[src/rtl/cam_pkg.sv]
// rtl/cam_pkg.sv - shared CAM geometry, types, drain state enum and bit helpers
package cam_pkg;

    localparam int CAM_DEPTH = 32;
    localparam int CAM_IDX_W = 5;

    typedef logic [CAM_DEPTH-1:0] cam_match_t;
    typedef logic [CAM_IDX_W-1:0] cam_idx_t;
    typedef logic [CAM_IDX_W:0]   cam_cnt_t;

    typedef enum logic {
        ST_IDLE  = 1'b0,
        ST_DRAIN = 1'b1
    } drain_state_t;

    // Descending scan so the lowest set bit wins; returns 0 for an empty vector.
    function automatic cam_idx_t lowest_set(input cam_match_t v);
        cam_idx_t r;
        r = '0;
        for (int i = CAM_DEPTH - 1; i >= 0; i--) begin
            if (v[i]) r = cam_idx_t'(i);
        end
        return r;
    endfunction

    function automatic cam_cnt_t popcount(input cam_match_t v);
        cam_cnt_t c;
        c = '0;
        for (int i = 0; i < CAM_DEPTH; i++) begin
            c = c + cam_cnt_t'(v[i]);
        end
        return c;
    endfunction

endpackage

[src/rtl/onehot_dec_5_32.sv]
// rtl/onehot_dec_5_32.sv - 5-bit index to 32-bit one-hot decoder
module onehot_dec_5_32
    import cam_pkg::*;
(
    input  cam_idx_t   idx,
    output cam_match_t onehot
);

    assign onehot = cam_match_t'(1) << idx;

endmodule

[src/rtl/cam_match_drain.sv]
// rtl/cam_match_drain.sv - drains a CAM match vector as ascending index beats
// Optional MATCH_DRAIN_COUNT_EN adds the out_remaining popcount port.
module cam_match_drain
    import cam_pkg::*;
(
    input  logic       clk,
    input  logic       rst,
    input  logic       flush,
    input  logic       in_valid,
    output logic       in_ready,
    input  cam_match_t in_match,
    output logic       out_valid,
    input  logic       out_ready,
    output cam_idx_t   out_idx,
    output logic       out_hit,
    output logic       out_last
`ifdef MATCH_DRAIN_COUNT_EN
    ,
    output cam_cnt_t   out_remaining
`endif
);

    drain_state_t state_q, state_d;
    cam_match_t   pending_q, pending_d;
    cam_match_t   clear_mask;
    cam_idx_t     lsb_idx;
    logic         pending_zero;
    logic         pending_single;

    assign lsb_idx        = lowest_set(pending_q);
    assign pending_zero   = (pending_q == '0);
    assign pending_single = !pending_zero && ((pending_q & (pending_q - cam_match_t'(1))) == '0);

    onehot_dec_5_32 u_clear_dec (
        .idx    (lsb_idx),
        .onehot (clear_mask)
    );

    always_ff @(posedge clk) begin
        if (rst) begin
            state_q   <= ST_IDLE;
            pending_q <= '0;
        end else begin
            state_q   <= state_d;
            pending_q <= pending_d;
        end
    end

    always_comb begin
        state_d   = state_q;
        pending_d = pending_q;
        in_ready  = (state_q == ST_IDLE) && !rst;
        out_valid = (state_q == ST_DRAIN);
        out_idx   = '0;
        out_hit   = 1'b0;
        out_last  = 1'b0;

        case (state_q)
            ST_IDLE: begin
                if (in_valid) begin
                    pending_d = in_match;
                    state_d   = ST_DRAIN;
                end
            end
            ST_DRAIN: begin
                out_idx  = lsb_idx;
                out_hit  = !pending_zero;
                // An empty vector still emits one terminating miss beat.
                out_last = pending_zero || pending_single;
                if (out_ready) begin
                    pending_d = pending_q & ~clear_mask;
                    if (out_last) state_d = ST_IDLE;
                end
            end
            default: state_d = ST_IDLE;
        endcase

        if (flush) begin
            state_d   = ST_IDLE;
            pending_d = '0;
        end
    end

`ifdef MATCH_DRAIN_COUNT_EN
    assign out_remaining = (state_q == ST_DRAIN) ? popcount(pending_q) : '0;
`endif

endmodule

[config.mk]
export PLATFORM = sky130hd
export DESIGN_NAME = cam_match_drain
export DESIGN_NICKNAME = d
export VERILOG_FILES = /design/src/rtl/cam_pkg.sv /design/src/rtl/onehot_dec_5_32.sv /design/src/rtl/cam_match_drain.sv
export SDC_FILE = /design/constraint.sdc
export NUM_CORES = 1
export LEC_CHECK = 0
export ABC_AREA = 1
export BUFFER_PORTS_ARGS = -buffer_cell sky130_fd_sc_hd__buf_4
export CAP_MARGIN = 10
export CORE_UTILIZATION = 50
export DETAILED_ROUTE_END_ITERATION = 10
export GPL_ROUTABILITY_DRIVEN = 0
export HOLD_SLACK_MARGIN = 0.12
export PLACE_DENSITY_LB_ADDON = 0.1
export SLEW_MARGIN = 0
export SYNTH_ARGS = -nofsm -noshare
export SYNTH_HDL_FRONTEND = slang
export SYNTH_SLANG_ARGS = --single-unit
[constraint.sdc]
create_clock -name clk -period 7.39 [get_ports clk]
set_input_delay 0.739 -clock clk [delete_from_list [all_inputs] [get_ports clk]]
set_output_delay 0.739 -clock clk [all_outputs]
set_load 0.02 [all_outputs]
==> results_dict.tcl, run 1 <==
set metrics [dict create \
    async_flop_share 0 \
    cts_num_sinks 33 \
    grt_first_pass_wirelength_mm 9.80 \
    cp_max_fo 5 \
    synth_top_family_by_area "simple AND/OR/NAND/NOR gates" \
    combPwrFrac 0.304 \
    num-nets-final 457 \
    grt_max_degree 65 \
    fillers 428 \
    ys_ff_latch 33 \
    critPathRequiredTime_ps 6650 \
    final_cell_mix "nand2_1, inv_1, buf_4" \
    critical_path_class "register to primary output" \
    ys_top_cells_by_area "dfxtp_1, nand2_1, a31oi_1" \
    synth_compound_area_frac 0.229 \
    yosysUniqueCellTypes 29 \
    p_total_mw 0.482 \
    slew_violations 0 \
    synth_area_leader_cell "dfxtp_1" \
    start_util 0.519 \
    final_util 0.626 \
    cp_cell_sequence "nor2_1, nand2_1, nor2_4, inv_2, nor2_4, inv_2, nor3_4, nand2_2, nor3_4, nand2_2, nor3_2, nand2_1, inv_1, nor2_1, nor4_1, nand4_1, nor2_1, buf_4" \
    finalClockSkew_ps 6.30 \
    max_slew_margin 0.652 \
    cts_resized 0 \
    holdPathStages 2 \
    num_vias 2492 \
    die_w_um 69.2 \
    outcome "finished clean" \
    dieHeight_um 69.2 \
    core_area_sq_um 4350 \
    drc 0 \
    hpwl_mm 3.79 \
    firstDrtPassIters 4 \
    syn_nets 418 \
    yosys.area_share.simple 0.361 \
    layout_commonest_cell "nand2_1" \
    p_int_mw 0.317 \
    clock_power_share 0.287 \
    ys_seq_area_frac 0.292 \
    cts_setup_buffers 0 \
    setup-tns-final_ps 0 \
    cts-root-buf "clkbuf_8" \
    powerDensity_nw_per_um2 177 \
    drt_iter0_drc 247 \
    timing.fmax_mhz 269 \
    cp_common_cell "nor2_1" \
    via_per_inst 5.28 \
    routed_wirelength_mm 5.43 \
    portBuffers 45 \
    ys.flop_type "dfxtp_1" \
    avgSynthCellArea_sq_um 5.93 \
    arrival_ps 2970 \
    worstRegToRegCells 18 \
    numCtsBuffers 5 \
    path_clk_slew_ps 70 \
    leakage_nw 1.31 \
    cts_max_path_buffers 2 \
    cap_violations 0 \
    hold_buffers 0 \
    syn_inst 381 \
    hold_class "register to register" \
    end_kind "primary output" \
    finalHoldViolCount 0 \
    grt_pass1_vias 2267 \
    ant_nets 0 \
    cts_tree "done" \
    rsz0062_at_grt "false" \
    post-route-period-util 0.502 \
    cp_slowest_cell "dfxtp_1" \
    power.share.switching 0.343 \
    synth_warnings 0 \
    synth_edf_count 0 \
    synth-adder-area-share 0 \
    finalSetupViolCount 0 \
    netlist.area_leader.share 0.292 \
    antenna_found_initial 0 \
    wl_per_cell_um 11.5 \
    ir_drop_v 0.0000971 \
    dieArea_sq_um 4790 \
    ioPinCount 46 \
    mappedNetlistArea_sq_um 2260 \
    gr-total-overflow 0 \
    syn_to_final_growth_pct 20.6 \
    final_layout_size_suffix_gt1_frac 0.171 \
    sequentialPowerShare 0.409 \
    insertion_delay_ps 290 \
    h-tree-depth 2 \
    yosys-mux-area-fraction 0 \
    worst_pin_slew_ps 522 \
    synth_xor_area_frac 0 \
    p_switching_mw 0.165 \
    cp_slowest_stage_delay_ps 340 \
    rows 24 \
    grtUsageTotal 0.247 \
    start_kind "register" \
    min_period_ps 3710 \
    n_antenna_cell 0 \
]
-- per-layer routing --
layer | track usage | vias to the layer above | routed length (um)
li1 | - | 1327 | -
met1 | 0.312 | 1092 | 2550
met2 | 0.422 | 67 | 2540
met3 | 0.0509 | 6 | 282
met4 | 0.0748 | 0 | 56
met5 | 0 | - | 0
-- final timing paths --
path | start | endpoint | slack (ps)
max reg2reg | pending_q[5]$_SDFFE_PP0P_ | out_valid$_SDFF_PP0_ | 4600
max | pending_q[5]$_SDFFE_PP0P_ | out_last | 3680
min reg2reg | pending_q[3]$_SDFFE_PP0P_ | pending_q[3]$_SDFFE_PP0P_ | 530
min | pending_q[3]$_SDFFE_PP0P_ | pending_q[3]$_SDFFE_PP0P_ | 530
-- layout make-up --
class	count	area [sq um]	area share
Tap cell	52	65.1	0.0239
Multi-Input combinational cell	277	1350	0.493
Sequential cell	33	661	0.242
Clock buffer	7	86.3	0.0317
Timing Repair Buffer	49	368	0.135
Inverter	54	203	0.0743
-- per-stage QoR --
| stage | setup WS (ps) | cells | hold WS, ps | cell area, sq um |
|---|---|---|---|---|
| final | 3680 | 472 | 531 | 2730 |
| after global routing | 3320 | 472 | 571 | 2730 |
| after CTS | 3700 | 472 | 535 | 2730 |
| after detailed placement | 4030 | 465 | 524 | 2640 |
| after global placement | 4140 | 465 | 517 | 2640 |
| after floorplan | 4270 | 381 | 495 | 2260 |
-- flip-flops by register name, indices dropped and copies added, names as in the netlist --
name,count
out_valid,1
pending_q,32
-- power groups by stage --
stage               registers [mW]  logic (mW)  clock network [mW]
floorplan                    0.199       0.105                   0
global placement             0.201       0.144                   0
finish                       0.197       0.146               0.139
CTS                          0.197       0.146               0.142
global route                 0.199       0.167               0.150
detailed placement           0.201       0.146                   0
-- kinds of logic (layout without fill, tap and decap cells) --
family                 after synthesis  in the layout
AND/OR/NAND/NOR                    187            187
AO/OA/AOI/OAI                       90             90
buffers and inverters               71            110
flip-flops                          33             33
-- synthesized netlist by cell type, types with 2 or more instances --
| cell type | n |
|---|---|
| nand3b_1 | 2 |
| nor2_1 | 37 |
| inv_2 | 5 |
| o2111ai_1 | 2 |
| nor2_4 | 3 |
| nand3_1 | 15 |
| dfxtp_1 | 33 |
| a31oi_1 | 33 |
| nor4_1 | 3 |
| nor3_4 | 2 |
| inv_1 | 49 |
| buf_1 | 2 |
| a21oi_1 | 11 |
| nor3_1 | 4 |
| nand2_2 | 2 |
| o31ai_1 | 3 |
| clkbuf_1 | 15 |
| o21ai_0 | 36 |
| nand2_1 | 114 |
-- critical path, delay by kind of cell (launching register included) --
family | cells | cell delay [ps]
buf+inv | 4 | 370
simple gates | 14 | 1970
flops | 1 | 340
(Power assumes the default switching activity.)
==> run 2, diff against run 1 <==
Settings changed: ABC_AREA 1 to 0.
Clock period 7.39 ns to 3.3 ns, I/O delays scaled along.
==> run 2 against run 1 <==
- the run now ends with design-rule violations left
- register-to-register slack got worse by 3900 ps
- power is 140% higher
- design area increased by 4.7%
- synthesized cell count fell by 15%
- via count rose by 15%
- clock skew is 2.0 ps lower
- worst setup slack worse by 3500 ps
- sequential share of layout area down 1.1 points
- critical endpoint unchanged
- die area grew 6.3%
==> results_dict.tcl, run 2 <==
set metrics [dict create \
    sequentialPowerShare 0.387 \
    path_clk_slew_ps 70 \
    grtUsageTotal 0.331 \
    instances_no_fill 411 \
    dieHeight_um 71.4 \
    via_per_inst 6.95 \
    top_usage_layer "met2" \
    clock_power_share 0.275 \
    drt_iter0_drc 529 \
    grt_use_met2 0.494 \
    post-route-period-util 0.931 \
    finalClockSkew_ps 4.28 \
    max_slew_margin 0.449 \
    cp_max_fo 12 \
    synth_warnings 0 \
    syn_nets 360 \
    rsz0062_at_grt "false" \
    cts_resized 0 \
    design_area_sq_um 2860 \
    use_met1 0.448 \
    critical_path_class "register to primary output" \
    rows 24 \
    ir_drop_v 0.000286 \
    outcome "finished, violations left" \
    cts_setup_buffers 0 \
    dieArea_sq_um 5100 \
    min_period_ps 3070 \
    finalHoldViolCount 0 \
    insertion_delay_ps 290 \
    firstDrtPassIters 9 \
    hold_slack_ps 219 \
    timing.fmax_mhz 325 \
    grt_first_pass_wirelength_mm 13.1 \
    fillers 420 \
    syn_to_final_growth_pct 18.6 \
    gr-total-overflow 0 \
    start_util 0.535 \
    grt_util_met3 0.0956 \
    num-nets-final 396 \
    wl_per_cell_um 20.0 \
    worst_pin_slew_ps 824 \
    layout_commonest_cell "buf_4" \
    syn_inst 323 \
    antenna_found_initial 0 \
    power.share.switching 0.366 \
    h-tree-depth 2 \
    p_int_mw 0.737 \
    cp_slowest_stage_delay_ps 520 \
    dp_cells 404 \
    die_w_um 71.4 \
    portBuffers 45 \
    arrival_ps 2740 \
    hold_path.startpoint "in_match[23]" \
    top_register "pending_q" \
    avgSynthCellArea_sq_um 7.46 \
    setup-tns-final_ps 0 \
    slew_violations 0 \
    drc 1 \
    grt_max_degree 22 \
    synth_edf_count 0 \
    p_switching_mw 0.426 \
    failed_checks "design-rule violations" \
    largest_reg_flops 32 \
    core_area_sq_um 4500 \
    cp_cell_sequence "nor4_4, nand4_4, or4b_1, o32ai_1, o2111ai_1, nor4_2, buf_4" \
    finalSetupViolCount 0 \
    critPathRequiredTime_ps 2970 \
    synth_area_leader_cell "dfxtp_1" \
    final_layout_size_suffix_gt1_frac 0.217 \
    hold_class "primary input to register" \
    async_flop_share 0 \
    critPathLaunch "pending_q[8]$_SDFFE_PP0P_" \
    p_total_mw 1.16 \
    cts_max_path_buffers 2 \
    fin_ws_ps 227 \
    hpwl_mm 6.04 \
    n_antenna_cell 0 \
    start_kind "register" \
    yosysUniqueCellTypes 59 \
    final_cell_mix "buf_4, nor2_1, nand2_1" \
    ioPinCount 46 \
    ys_ff_latch 33 \
    place_ws_ps 633 \
    ys_top_cells_by_count "nor2_1, nand2_1, dfxtp_1" \
    reg2reg_from "pending_q[28]$_SDFFE_PP0P_" \
    synth_most_common_cell "nor2_1" \
    cts_num_sinks 33 \
    end_kind "primary output" \
    cts-root-buf "clkbuf_8" \
    mappedNetlistArea_sq_um 2410 \
    cap_violations 0 \
    ant_nets 0 \
    routed_wirelength_mm 8.21 \
    combPwrFrac 0.338 \
    ys_top_cells_by_area "dfxtp_1, nor2_1, nand2_1" \
    cp_slowest_cell "or4b_1" \
    leakage_nw 1.12 \
    final_util 0.634 \
    num_vias 2857 \
    ys_seq_area_frac 0.274 \
    grt_pass1_vias 2599 \
    ys.flop_type "dfxtp_1" \
    placed_cell_area_sq_um 2770 \
    numCtsBuffers 5 \
    netlist.area_leader.share 0.274 \
    cts_tree "done" \
    powerDensity_nw_per_um2 407 \
    hold_buffers 0 \
]
==> run 2: cell families after synthesis <==
kind of cell / count (synthesis) / synth area share
mux: 6 / 0.0249
buf+inv: 30 / 0.0514
compound gates: 114 / 0.332
flops: 33 / 0.274
simple gates: 140 / 0.317
==> run 2: per-layer routing <==
layer	share of wire	routed length (um)	vias up
met3	0.10	843	40
met5	0	0	-
li1	-	-	1299
met1	0.42	3430	1317
met4	0.042	346	0
met2	0.44	3590	201
==> run 2: area by class of cell <==
cell class / instances / area (sq um) / share of cell area
repair buffers: 53 / 398 / 0.139
clock buffers: 7 / 86.3 / 0.0302
inverters: 6 / 22.5 / 0.00788
well taps: 52 / 65.1 / 0.0228
flip-flops and latches: 33 / 661 / 0.231
multi-input cells: 260 / 1620 / 0.569
==> run 2: power groups by stage <==
stage                     clock, mW  combinational, mW  sequential [mW]
after global placement            0              0.377            0.456
final                         0.320              0.393            0.449
after floorplan                   0              0.265            0.434
after detailed placement          0              0.378            0.456
after CTS                     0.319              0.382            0.447
after global routing          0.336              0.421            0.451
==> run 2: path summary, 6_finish.rpt <==
kind,slack (ps),cells after the start,to
worst min register to register,560,2,pending_q[23]$_SDFFE_PP0P_
worst max register to register,710,7,pending_q[10]$_SDFFE_PP0P_
worst max-delay path,230,7,out_last
worst min-delay path,220,3,pending_q[23]$_SDFFE_PP0P_
==> run 2: worst max-delay path, delay by kind of cell (launching register included) <==
kind | cells | cell delay, ps
buf+inv | 1 | 200
flops | 1 | 450
compound gates | 2 | 340
simple gates | 4 | 1460
